### config.mk
export PLATFORM = sky130hd
export DESIGN_NAME = cflog_slice_ctrl_flat
export DESIGN_NICKNAME = d
export VERILOG_FILES = /design/src/rtl/cflog_slice_ctrl_if.sv /design/src/rtl/cflog_slice_ctrl.sv /design/src/flat_wrapper.sv
export SDC_FILE = /design/constraint.sdc
export NUM_CORES = 1
export LEC_CHECK = 0
export CORE_MARGIN = 2
export CORE_UTILIZATION = 48
export CTS_BUF_LIST = sky130_fd_sc_hd__clkbuf_8
export CTS_CLUSTER_DIAMETER = 120
export DETAILED_ROUTE_END_ITERATION = 10
export GPL_ROUTABILITY_DRIVEN = 0
export HOLD_SLACK_MARGIN = 0.05
export PLACE_DENSITY = 0.81
export SYNTH_ARGS = -nofsm -noshare
export SYNTH_HDL_FRONTEND = slang
export SYNTH_SLANG_ARGS = --single-unit
### constraint.sdc
create_clock -name clk -period 2.84 [get_ports clk]
set_input_delay 0.568 -clock clk [delete_from_list [all_inputs] [get_ports clk]]
set_output_delay 0.568 -clock clk [all_outputs]
set_load 0.02 [all_outputs]
### src/rtl/cflog_slice_ctrl_if.sv
// -----------------------------------------------------------------------------
// cflog_slice_ctrl_if
// Flush handshake between the CFLog slice controller and the TCB sender.
//   flush_req    : a completed slice is waiting at the head of the send queue
//   flush_ack    : sender accepts the head slice (qualified by flush_req)
//   flush_idx    : slice index of the head slice
//   flush_top    : byte offset of the first entry of the head slice
//   flush_bottom : byte offset of the last entry of the head slice
//   flush_last   : head slice is the final, ER-closing slice
// master = slice controller, slave = TCB sender.
// -----------------------------------------------------------------------------
interface cflog_slice_ctrl_if #(
  parameter int unsigned ADDR_W = 16,
  parameter int unsigned IDX_W  = 2
);
  logic              flush_req;
  logic              flush_ack;
  logic [IDX_W-1:0]  flush_idx;
  logic [ADDR_W-1:0] flush_top;
  logic [ADDR_W-1:0] flush_bottom;
  logic              flush_last;

  modport master (
    output flush_req, flush_idx, flush_top, flush_bottom, flush_last,
    input  flush_ack
  );

  modport slave (
    input  flush_req, flush_idx, flush_top, flush_bottom, flush_last,
    output flush_ack
  );
endinterface

### src/rtl/cflog_slice_ctrl.sv
// -----------------------------------------------------------------------------
// cflog_slice_ctrl
// Owns the CFLog write pointer, splits the ring into NUM_BLOCKS equal slices,
// queues each completed slice for the TCB sender and tracks slices that were
// sent but not yet released by the verifier. Stalls the logger when every
// slice is in flight and closes a partial final slice when ER completes.
//
// Ports:
//   clk, reset   : clock, synchronous active-high reset
//   log_wr_i     : logger writes one entry at log_ptr_o this cycle
//   log_ptr_o    : byte offset of the next entry
//   hold_o       : no free slice, logger must stall
//   er_done_i    : ER finished (level or pulse, latched internally)
//   vrf_ack_i    : verifier released the oldest sent slice
//   done_o       : final slice has been sent (sticky)
//   overflow_o   : a write was dropped while stalled or finished (sticky)
//   flush_if     : flush handshake to the TCB sender (master side)
// -----------------------------------------------------------------------------
module cflog_slice_ctrl #(
  parameter int unsigned ADDR_W      = 16,
  parameter int unsigned LOG_SIZE    = 16'h0100,
  parameter int unsigned NUM_BLOCKS  = 4,
  parameter int unsigned ENTRY_BYTES = 2,
  parameter int unsigned BLOCK_SIZE  = LOG_SIZE / NUM_BLOCKS
) (
  input  logic               clk,
  input  logic               reset,
  input  logic               log_wr_i,
  output logic [ADDR_W-1:0]  log_ptr_o,
  output logic               hold_o,
  input  logic               er_done_i,
  input  logic               vrf_ack_i,
  output logic               done_o,
  output logic               overflow_o,
  cflog_slice_ctrl_if.master flush_if
);

  localparam int unsigned IDX_W   = $clog2(NUM_BLOCKS);
  localparam int unsigned CNT_W   = $clog2(NUM_BLOCKS + 1);
  localparam int unsigned ENTRIES = BLOCK_SIZE / ENTRY_BYTES;
  localparam int unsigned FILL_W  = $clog2(ENTRIES + 1);

  localparam logic [ADDR_W-1:0] BLK_SZ       = ADDR_W'(BLOCK_SIZE);
  localparam logic [ADDR_W-1:0] EB           = ADDR_W'(ENTRY_BYTES);
  localparam logic [ADDR_W-1:0] LAST_OFF     = ADDR_W'(LOG_SIZE - ENTRY_BYTES);
  localparam logic [ADDR_W-1:0] BLK_LAST_OFF = ADDR_W'(BLOCK_SIZE - ENTRY_BYTES);
  localparam logic [CNT_W-1:0]  NUM_CNT      = CNT_W'(NUM_BLOCKS);

  // Registered state
  logic [ADDR_W-1:0] log_ptr_q,      log_ptr_d;
  logic [IDX_W-1:0]  wr_blk_q,       wr_blk_d;
  logic [FILL_W-1:0] fill_q,         fill_d;
  logic [IDX_W-1:0]  send_blk_q,     send_blk_d;
  logic [CNT_W-1:0]  send_cnt_q,     send_cnt_d;
  logic [CNT_W-1:0]  outstanding_q,  outstanding_d;
  logic              fin_q,          fin_d;
  logic              final_queued_q, final_queued_d;
  logic [ADDR_W-1:0] final_bottom_q, final_bottom_d;
  logic              done_q,         done_d;
  logic              overflow_q,     overflow_d;

  // Event decode
  logic              hold;
  logic              accept;
  logic              complete;
  logic              finish;
  logic [FILL_W-1:0] fill_post;
  logic              partial;
  logic              q_inc;
  logic              send_dec;
  logic              vrf_dec;
  logic [ADDR_W-1:0] wr_blk_last;
  logic [ADDR_W-1:0] head_top;
  logic              head_last;

  assign hold        = (outstanding_q == NUM_CNT);
  assign accept      = log_wr_i && !hold && !fin_q;
  assign wr_blk_last = ADDR_W'(wr_blk_q) * BLK_SZ + BLK_LAST_OFF;
  assign complete    = accept && (log_ptr_q == wr_blk_last);
  assign finish      = er_done_i && !fin_q;

  // Fill level after this cycle's write; a write coinciding with er_done is
  // counted before deciding whether a partial slice must be closed.
  assign fill_post = complete ? '0 : (accept ? fill_q + FILL_W'(1) : fill_q);
  assign partial   = finish && (fill_post != '0);
  assign q_inc     = complete || partial;

  assign send_dec  = flush_if.flush_ack && flush_if.flush_req;
  // Only slices already handed to the sender can be released; counts are
  // taken before this edge so a same-cycle flush_ack does not qualify.
  assign vrf_dec   = vrf_ack_i && (outstanding_q > send_cnt_q);

  assign head_top  = ADDR_W'(send_blk_q) * BLK_SZ;
  assign head_last = fin_q && final_queued_q && (send_cnt_q == CNT_W'(1));

  always_comb begin
    // NOTE: every variable gets a default before any branch so no path leaves
    // it unassigned, which would otherwise infer a latch.
    log_ptr_d      = log_ptr_q;
    wr_blk_d       = wr_blk_q;
    fill_d         = fill_post;
    send_blk_d     = send_blk_q;
    send_cnt_d     = send_cnt_q + CNT_W'(q_inc) - CNT_W'(send_dec);
    outstanding_d  = outstanding_q + CNT_W'(q_inc) - CNT_W'(vrf_dec);
    fin_d          = fin_q;
    final_queued_d = final_queued_q;
    final_bottom_d = final_bottom_q;
    overflow_d     = overflow_q;

    if (accept) begin
      log_ptr_d = (log_ptr_q == LAST_OFF) ? '0 : log_ptr_q + EB;
    end

    if (log_wr_i && !accept) begin
      overflow_d = 1'b1;
    end

    if (q_inc) begin
      wr_blk_d = wr_blk_q + IDX_W'(1);
      fill_d   = '0;
    end

    if (finish) begin
      fin_d          = 1'b1;
      final_queued_d = q_inc;
      // Last entry of the closing slice: the entry written this cycle if any,
      // otherwise the one just below the write pointer.
      final_bottom_d = accept ? log_ptr_q : log_ptr_q - EB;
    end

    if (send_dec) begin
      send_blk_d = send_blk_q + IDX_W'(1);
    end

    // fin never clears and send_cnt cannot grow after fin, so this is sticky.
    done_d = done_q || (fin_d && (send_cnt_d == '0));
  end

  always_ff @(posedge clk) begin
    // NOTE: sequential state uses non-blocking assignments so every register
    // samples pre-edge values regardless of statement order.
    if (reset) begin
      log_ptr_q      <= '0;
      wr_blk_q       <= '0;
      fill_q         <= '0;
      send_blk_q     <= '0;
      send_cnt_q     <= '0;
      outstanding_q  <= '0;
      fin_q          <= 1'b0;
      final_queued_q <= 1'b0;
      final_bottom_q <= '0;
      done_q         <= 1'b0;
      overflow_q     <= 1'b0;
    end else begin
      log_ptr_q      <= log_ptr_d;
      wr_blk_q       <= wr_blk_d;
      fill_q         <= fill_d;
      send_blk_q     <= send_blk_d;
      send_cnt_q     <= send_cnt_d;
      outstanding_q  <= outstanding_d;
      fin_q          <= fin_d;
      final_queued_q <= final_queued_d;
      final_bottom_q <= final_bottom_d;
      done_q         <= done_d;
      overflow_q     <= overflow_d;
    end
  end

  assign log_ptr_o  = log_ptr_q;
  assign hold_o     = hold;
  assign done_o     = done_q;
  assign overflow_o = overflow_q;

  assign flush_if.flush_req    = (send_cnt_q != '0);
  assign flush_if.flush_idx    = send_blk_q;
  assign flush_if.flush_top    = head_top;
  assign flush_if.flush_bottom = head_last ? final_bottom_q : head_top + BLK_LAST_OFF;
  assign flush_if.flush_last   = head_last;

endmodule

### src/flat_wrapper.sv
// flat-port wrapper written by rule: the top's interface ports become plain ports
module cflog_slice_ctrl_flat 
#(
  parameter int unsigned ADDR_W      = 16,
  parameter int unsigned LOG_SIZE    = 16'h0100,
  parameter int unsigned NUM_BLOCKS  = 4,
  parameter int unsigned ENTRY_BYTES = 2,
  parameter int unsigned BLOCK_SIZE  = LOG_SIZE / NUM_BLOCKS
)
  (clk, reset, log_wr_i, log_ptr_o, hold_o, er_done_i, vrf_ack_i, done_o, overflow_o, flush_if_flush_req, flush_if_flush_idx, flush_if_flush_top, flush_if_flush_bottom, flush_if_flush_last, flush_if_flush_ack);
  cflog_slice_ctrl_if #(.ADDR_W(ADDR_W), .IDX_W((2))) flush_if_i ();
  input  logic clk;
  input  logic reset;
  input  logic log_wr_i;
  output logic [ADDR_W-1:0] log_ptr_o;
  output logic hold_o;
  input  logic er_done_i;
  input  logic vrf_ack_i;
  output logic done_o;
  output logic overflow_o;
  output wire logic [$bits(flush_if_i.flush_req)-1:0] flush_if_flush_req;
  output wire logic [$bits(flush_if_i.flush_idx)-1:0] flush_if_flush_idx;
  output wire logic [$bits(flush_if_i.flush_top)-1:0] flush_if_flush_top;
  output wire logic [$bits(flush_if_i.flush_bottom)-1:0] flush_if_flush_bottom;
  output wire logic [$bits(flush_if_i.flush_last)-1:0] flush_if_flush_last;
  input wire logic [$bits(flush_if_i.flush_ack)-1:0] flush_if_flush_ack;
  assign flush_if_flush_req = flush_if_i.flush_req;
  assign flush_if_flush_idx = flush_if_i.flush_idx;
  assign flush_if_flush_top = flush_if_i.flush_top;
  assign flush_if_flush_bottom = flush_if_i.flush_bottom;
  assign flush_if_flush_last = flush_if_i.flush_last;
  assign flush_if_i.flush_ack = flush_if_flush_ack;
  cflog_slice_ctrl #(.ADDR_W(ADDR_W), .LOG_SIZE(LOG_SIZE), .NUM_BLOCKS(NUM_BLOCKS), .ENTRY_BYTES(ENTRY_BYTES), .BLOCK_SIZE(BLOCK_SIZE)) u_core (.clk(clk), .reset(reset), .log_wr_i(log_wr_i), .log_ptr_o(log_ptr_o), .hold_o(hold_o), .er_done_i(er_done_i), .vrf_ack_i(vrf_ack_i), .done_o(done_o), .overflow_o(overflow_o), .flush_if(flush_if_i));
endmodule
## Yosys cells after proc, flatten, opt, wreduce, memory -nomap -nowiden

Cells that the tools add are included.

| storage, ports and cells | value |
|---|---|
| input port bits | 6 |
| word-level logic and storage cells | 53 |
| flip-flop bits (word level) | 52 |

| operators by class | value |
|---|---|
| magnitude comparators | 1 |
| reduce and logical (&&, ||, !) cells | 20 |
| $add $sub $neg | 11 |
| muxes and demuxes | 6 |
| equal/unequal tests | 4 |

Operators by type and width:

| cell | number |
|---|---|
| two-way mux 16 bit | 3 |
| adder 8 x 6 -> 9 bit, second input constant | 2 |
| adder 16 x 2 -> 16 bit, second input constant | 1 |
| == test 16 bit | 1 |
| == test 16 x 8 -> 1 bit, second input constant | 1 |
| subtractor 16 x 2 -> 16 bit, second input constant | 1 |
| two-way mux 6 bit | 2 |
| logical AND 1 bit | 11 |
| adder 3 x 1 -> 3 bit | 2 |
| adder 6 x 1 -> 6 bit, second input constant | 1 |
| nonzero test 6 bit | 1 |
| subtractor 3 x 1 -> 3 bit | 2 |
| adder 2 x 1 -> 2 bit, second input constant | 2 |
| == test 3 x 1 -> 1 bit, second input constant | 1 |
| == test 3 bit, second input constant | 1 |
| > comparator 3 bit | 1 |
| zero test 1 bit | 3 |
| zero test 3 bit | 1 |
| nonzero test 3 bit | 1 |
| logical OR 1 bit | 2 |
| OR reduction 2 bit | 1 |
| two-way mux 1 bit | 1 |

## Depth between registers and ports, before layout

Gate-level depths: netlist of the first run.

| logic depth | value |
|---|---|
| depth in word-level cells | 14 |
| gate-level depth with buffers | 12 |
| gate-level depth less buffers | 12 |

## Worst setup path before layout of the first run

No wires, ideal clock.

| timing path | value |
|---|---|
| kind | reg-to-reg |
| from | reg u_core.log_ptr_q[10] (netlist: u_core.log_ptr_o[10]) |
| to | reg u_core.done_q (netlist: u_core.done_o) |
| data arrival time | 2866 ps |
| path buffers | 1 |
| path slack | -153 ps |
| stages on the path, launching flop included | 13 |
| setup time | 128 ps |
| path through | dfxtp_1 buf_2 or4_1 nor4_1 and3_1 a31o_2 ha_1 inv_1 fa_1 xnor2_1 xnor2_1 a21oi_1 nor2_1 |

| on the way | value |
|---|---|
| word-level cells in the longest chain between the ends | 11 |

RTL lines:

| what | RTL line | text |
|---|---|---|
| start, declared | cflog_slice_ctrl.sv:50 | `logic [ADDR_W-1:0] log_ptr_q, log_ptr_d;` |
| start signal, assigned | cflog_slice_ctrl.sv:155 | `log_ptr_q <= log_ptr_d;` |
| == test 16 bit (*) | cflog_slice_ctrl.sv:79 | `assign complete = accept && (log_ptr_q == wr_blk_last);` |
| logical AND 1 bit (*) | cflog_slice_ctrl.sv:79 |  |
| two-way mux 6 bit | cflog_slice_ctrl.sv:84 | `assign fill_post = complete ? '0 : (accept ? fill_q + FILL_W'(1) : fill_q);` |
| nonzero test 6 bit | cflog_slice_ctrl.sv:85 | `assign partial = finish && (fill_post != '0);` |
| logical AND 1 bit | cflog_slice_ctrl.sv:85 |  |
| logical OR 1 bit (*) | cflog_slice_ctrl.sv:86 | `assign q_inc = complete \|\| partial;` |
| via u_core.q_inc | cflog_slice_ctrl.sv:69 | `logic q_inc;` |
| adder 3 x 1 -> 3 bit (*) | cflog_slice_ctrl.sv:103 | `send_cnt_d = send_cnt_q + CNT_W'(q_inc) - CNT_W'(send_dec);` |
| subtractor 3 x 1 -> 3 bit (*) | cflog_slice_ctrl.sv:103 |  |
| zero test 3 bit (*) | cflog_slice_ctrl.sv:136 | `done_d = done_q \|\| (fin_d && (send_cnt_d == '0));` |
| logical AND 1 bit (*) | cflog_slice_ctrl.sv:136 |  |
| logical OR 1 bit (*) | cflog_slice_ctrl.sv:136 |  |
| end signal, assigned | cflog_slice_ctrl.sv:164 | `done_q <= done_d;` |
| end, declared | cflog_slice_ctrl.sv:59 | `logic done_q, done_d;` |

Mark *: on every way through the listed nets, which the timed path passes. The rest lies on a longest branch.
A chain may end at the register's enable or synchronous reset.

## Worst setup path in the final report of the first run

| timing path | value |
|---|---|
| from | in log_wr_i |
| to | reg u_core.done_q (netlist: u_core.done_o) |

| on the way | value |
|---|---|
| word-level cells in the longest chain between the ends | 12 |
| elaborated cells on any way between the ends | 13 |

RTL lines:

| what | RTL line | text |
|---|---|---|
| start, declared | flat_wrapper.sv:14 | `input logic log_wr_i;` |
| logical AND 1 bit (*) (2 in a row) | cflog_slice_ctrl.sv:77 | `assign accept = log_wr_i && !hold && !fin_q;` |
| two-way mux 6 bit or logical AND 1 bit (tied branches) | cflog_slice_ctrl.sv:84, cflog_slice_ctrl.sv:79 |  |
| two-way mux 6 bit | cflog_slice_ctrl.sv:84 |  |
| nonzero test 6 bit | cflog_slice_ctrl.sv:85 |  |
| logical AND 1 bit | cflog_slice_ctrl.sv:85 |  |
| logical OR 1 bit (*) | cflog_slice_ctrl.sv:86 |  |
| via u_core.q_inc | cflog_slice_ctrl.sv:69 |  |
| adder 3 x 1 -> 3 bit (*) | cflog_slice_ctrl.sv:103 |  |
| subtractor 3 x 1 -> 3 bit (*) | cflog_slice_ctrl.sv:103 |  |
| zero test 3 bit (*) | cflog_slice_ctrl.sv:136 |  |
| logical AND 1 bit (*) | cflog_slice_ctrl.sv:136 |  |
| logical OR 1 bit (*) | cflog_slice_ctrl.sv:136 |  |

Marks and branches as above.

==> impl_results.md, run 1 <==
* Largest delay share family, worst path: buffers and inverters
* Nets at between 400 and 500
* Power Dens Cells at 647.6 mW/mm^2
* Outcome: complete, no violations
* Worst path bufs/invs at 3
* Layout area overhead at 26.51%
* # setup viols final at 0
* Die area at around 0.0066 mm^2
* Largest stage delay, worst path at 0.49 ns
* Overall Power at approximately 2.4 mW
* Max cap viols at 0
* Drc violations at 0
* Least-Margin Pin Slew at roughly 0.58 ns
* VDD IR max at approximately 0.53 mV
* Setup ws final at roughly 0.04 ns
* Worst-path cell chain: clkdlybuf4s50_1 -> nor2b_1 -> nand2_1 -> buf_4 -> nand3_1 -> a31o_4 -> ha_4 -> inv_2 -> fa_1 -> xnor2_1 -> xnor2_1 -> a21oi_1 -> nor2_1
* Starting Density at 0.4912
* Clock-pin slew on the worst setup and hold paths at approximately 0.090 ns
* Commonest non-fill, non-tap cell in the layout: dfxtp_1
* Slew Viols, Final at 0
* Proportion of layout cells with a drive suffix above 1 at 0.1337
* Rel. slew slack at 0.6130
* Clk buf depth at 2
* Final core occ at 0.6215
* Worst Clk Skew at 0.008797 ns
* Synth unique cells at 45
* Synth Flop Type: dfxtp_1
* FP Rows at 28
* DP HPWL at 4776 um
* Hold Buf Count CTS at 0
* Startpoint Class: primary input
* Die width at between 80 and 90 um
* Post-layout min period at approximately 2.8 ns
* Core area at about 0.0059 mm^2
* Vias at 2515
* Fraction of registers with async set/reset at 0
* Inserted Clock Buffers at 5
* PortBufs at 44
* Initial antenna violation count at 0
* CTS tree: yes
* Final Hold Fails at 0
* Router iterations before antenna repair at 4
* Critical Path RT at 3.09 ns
* Post-synth EDFFs at 0
* Synth Register Bits at 50
* Syn Std Cell Area at around 0.0029 mm^2
* Largest net degree at the start of global routing at 33
* Most frequent cells in the layout: 48 x dfxtp_1, 44 x clkdlybuf4s50_1, 42 x nor2_1
* Critical path's slowest cell: clkdlybuf4s50_1
* Crit share post-route at 0.9859
* First-pass GRT wire length at roughly 11000 um
* F_max at between 0.3 and 0.4 GHz
* Syn. warnings at 0
* Worst Setup End Kind: flop
* Worst-skew pair later-pin latency at a little over 0.3 ns
* Routed Antenna Nets at 0
* Critical Path AT at 3.05 ns
* Mapped Cells at roughly 340
* Root Buffer: clkbuf_8
* Initial DRC count at between 100 and 150
* Vias in the first global route at about 2400
* Worst-path maximum fanout at 7
* P_leak at 1.493 nW
* Die height at around 81 um
* Via-to-Cell Ratio at roughly 5.3
* Io pins at between 60 and 70
* HP Class: flop to flop
* Gr ovfl total at 0
* CP dominant cell by count: xnor2_1
* Total Routing Usage GR at 0.2053
* Sequential share of the synthesized area at 0.3483
* Total wire length at around 6400 um
* Average size of a mapped cell at about 8.4 um^2
* CTS sink cnt at 50
* ANT cells at 0
* Pre-CTS WS at -0.2299 ns
* Drt wl/cell at about 13 um
* H-tree Lvls at 2
* Critical path type: primary input to flop
-- cell usage after synthesis (2+ instances only) --
library cell,count,area [um^2]
dfxtp_1,50,1001
nor2_1,42,157.7
nand2_1,20,75.07
buf_4,18,135.1
xnor2_1,18,157.7
xor2_1,18,157.7
inv_1,16,60.06
nor3_1,16,80.08
and2_1,11,68.82
nand3_1,11,55.05
a211oi_1,10,75.07
clkbuf_1,10,37.54
ha_1,10,125.1
nand2b_1,10,62.56
a21oi_1,9,45.04
nand4_1,9,56.30
or3_1,8,50.05
nor2b_1,6,37.54
and3_1,5,31.28
o21ai_0,5,25.02
a211o_1,4,35.03
buf_2,4,20.02
a311oi_1,3,26.28
and4_1,3,26.28
mux2i_1,3,30.03
fa_1,2,40.04
mux2_2,2,22.52
nor3b_1,2,15.01
nor4_1,2,12.51
or3b_2,2,17.52
-- timing repair --
| item | CTS | global route |
|---|---|---|
| pin swaps | 2 | 9 |
| buffers inserted | 0 | 4 |
| setup endpoints to repair | 2 | 2 |
| gates resized for setup | 0 | 5 |
-- routing by layer --
metal	routed length (um)	vias to the layer above	global-route usage
li1	-	1256	-
met1	2862	1179	0.2649
met2	3138	67	0.3410
met3	267	13	0.03556
met4	142	0	0.07797
met5	0	-	0
-- final timing paths --
check                                              start                        to  slack, ns  cells after the start
worst max-delay path                            log_wr_i             u_core.done_o       0.04                     13
worst min-delay path            u_core.final_bottom_q[1]  u_core.final_bottom_q[1]       0.47                      2
worst max register to register          u_core.fill_q[0]             u_core.done_o       0.04                     11
worst min register to register  u_core.final_bottom_q[1]  u_core.final_bottom_q[1]       0.47                      2
-- through the flow --
stage | area, um^2 | hold WS, ns | instances | setup TNS [ns]
floorplan | 2988 | 0.4268 | 359 | 0
global placement | 3490 | 0.4380 | 467 | -0.3439
detailed placement | 3490 | 0.4632 | 467 | -0.6450
CTS | 3581 | 0.4752 | 475 | 0
global route | 3636 | 0.4972 | 479 | -0.07624
finish | 3636 | 0.4734 | 479 | 0
-- cell families after synthesis --
logic type,count (synthesis),synth area share
other cells,1,0.001305
compound gates,38,0.09708
xor+xnor,36,0.1097
buf+inv,50,0.09317
flops,50,0.3483
simple gates,152,0.2747
fa+ha+maj,12,0.05747
mux,5,0.01828
-- power breakdown --
part	internal, mW	total, mW	switching (mW)
Sequential	0.802	0.898	0.0965
Clock	0.193	0.428	0.235
Combinational	0.496	1.03	0.532
-- flip-flops by register name, summed over array words and instances (netlist names), 2 cells and up --
signal	flops
u_core.send_cnt_q	3
u_core.wr_blk_q	2
u_core.log_ptr_o	15
u_core.fill_q	6
u_core.final_bottom_q	15
u_core.flush_if.flush_idx	2
u_core.outstanding_q	3
-- worst reg2reg max path, delay by kind of cell, from the launching register on --
kind / cells / cell delay (ns)
buffers and inverters: 1 / 0.04
AO/OA/AOI/OAI: 4 / 1.03
flip-flops: 1 / 0.37
AND/OR/NAND/NOR: 3 / 0.53
adder cells (fa/ha/maj): 3 / 0.73
-- cell type report --
cell class	count	area, um^2
Inverter	16	60.06
Clock inverter	2	8.758
Sequential cell	50	1008
Timing Repair Buffer	71	643.1
Multi-Input combinational cell	259	1739
Tap cell	75	93.84
Clock buffer	6	82.58
Fill cell	500	2215
(Power assumes the default switching activity.)
==> run 2, diff against run 1 <==
GPL_ROUTABILITY_DRIVEN = not set   (was 0)
==> results of run 2 <==
Same layout as run 1: the final DEF is identical, and so are final timing and power.
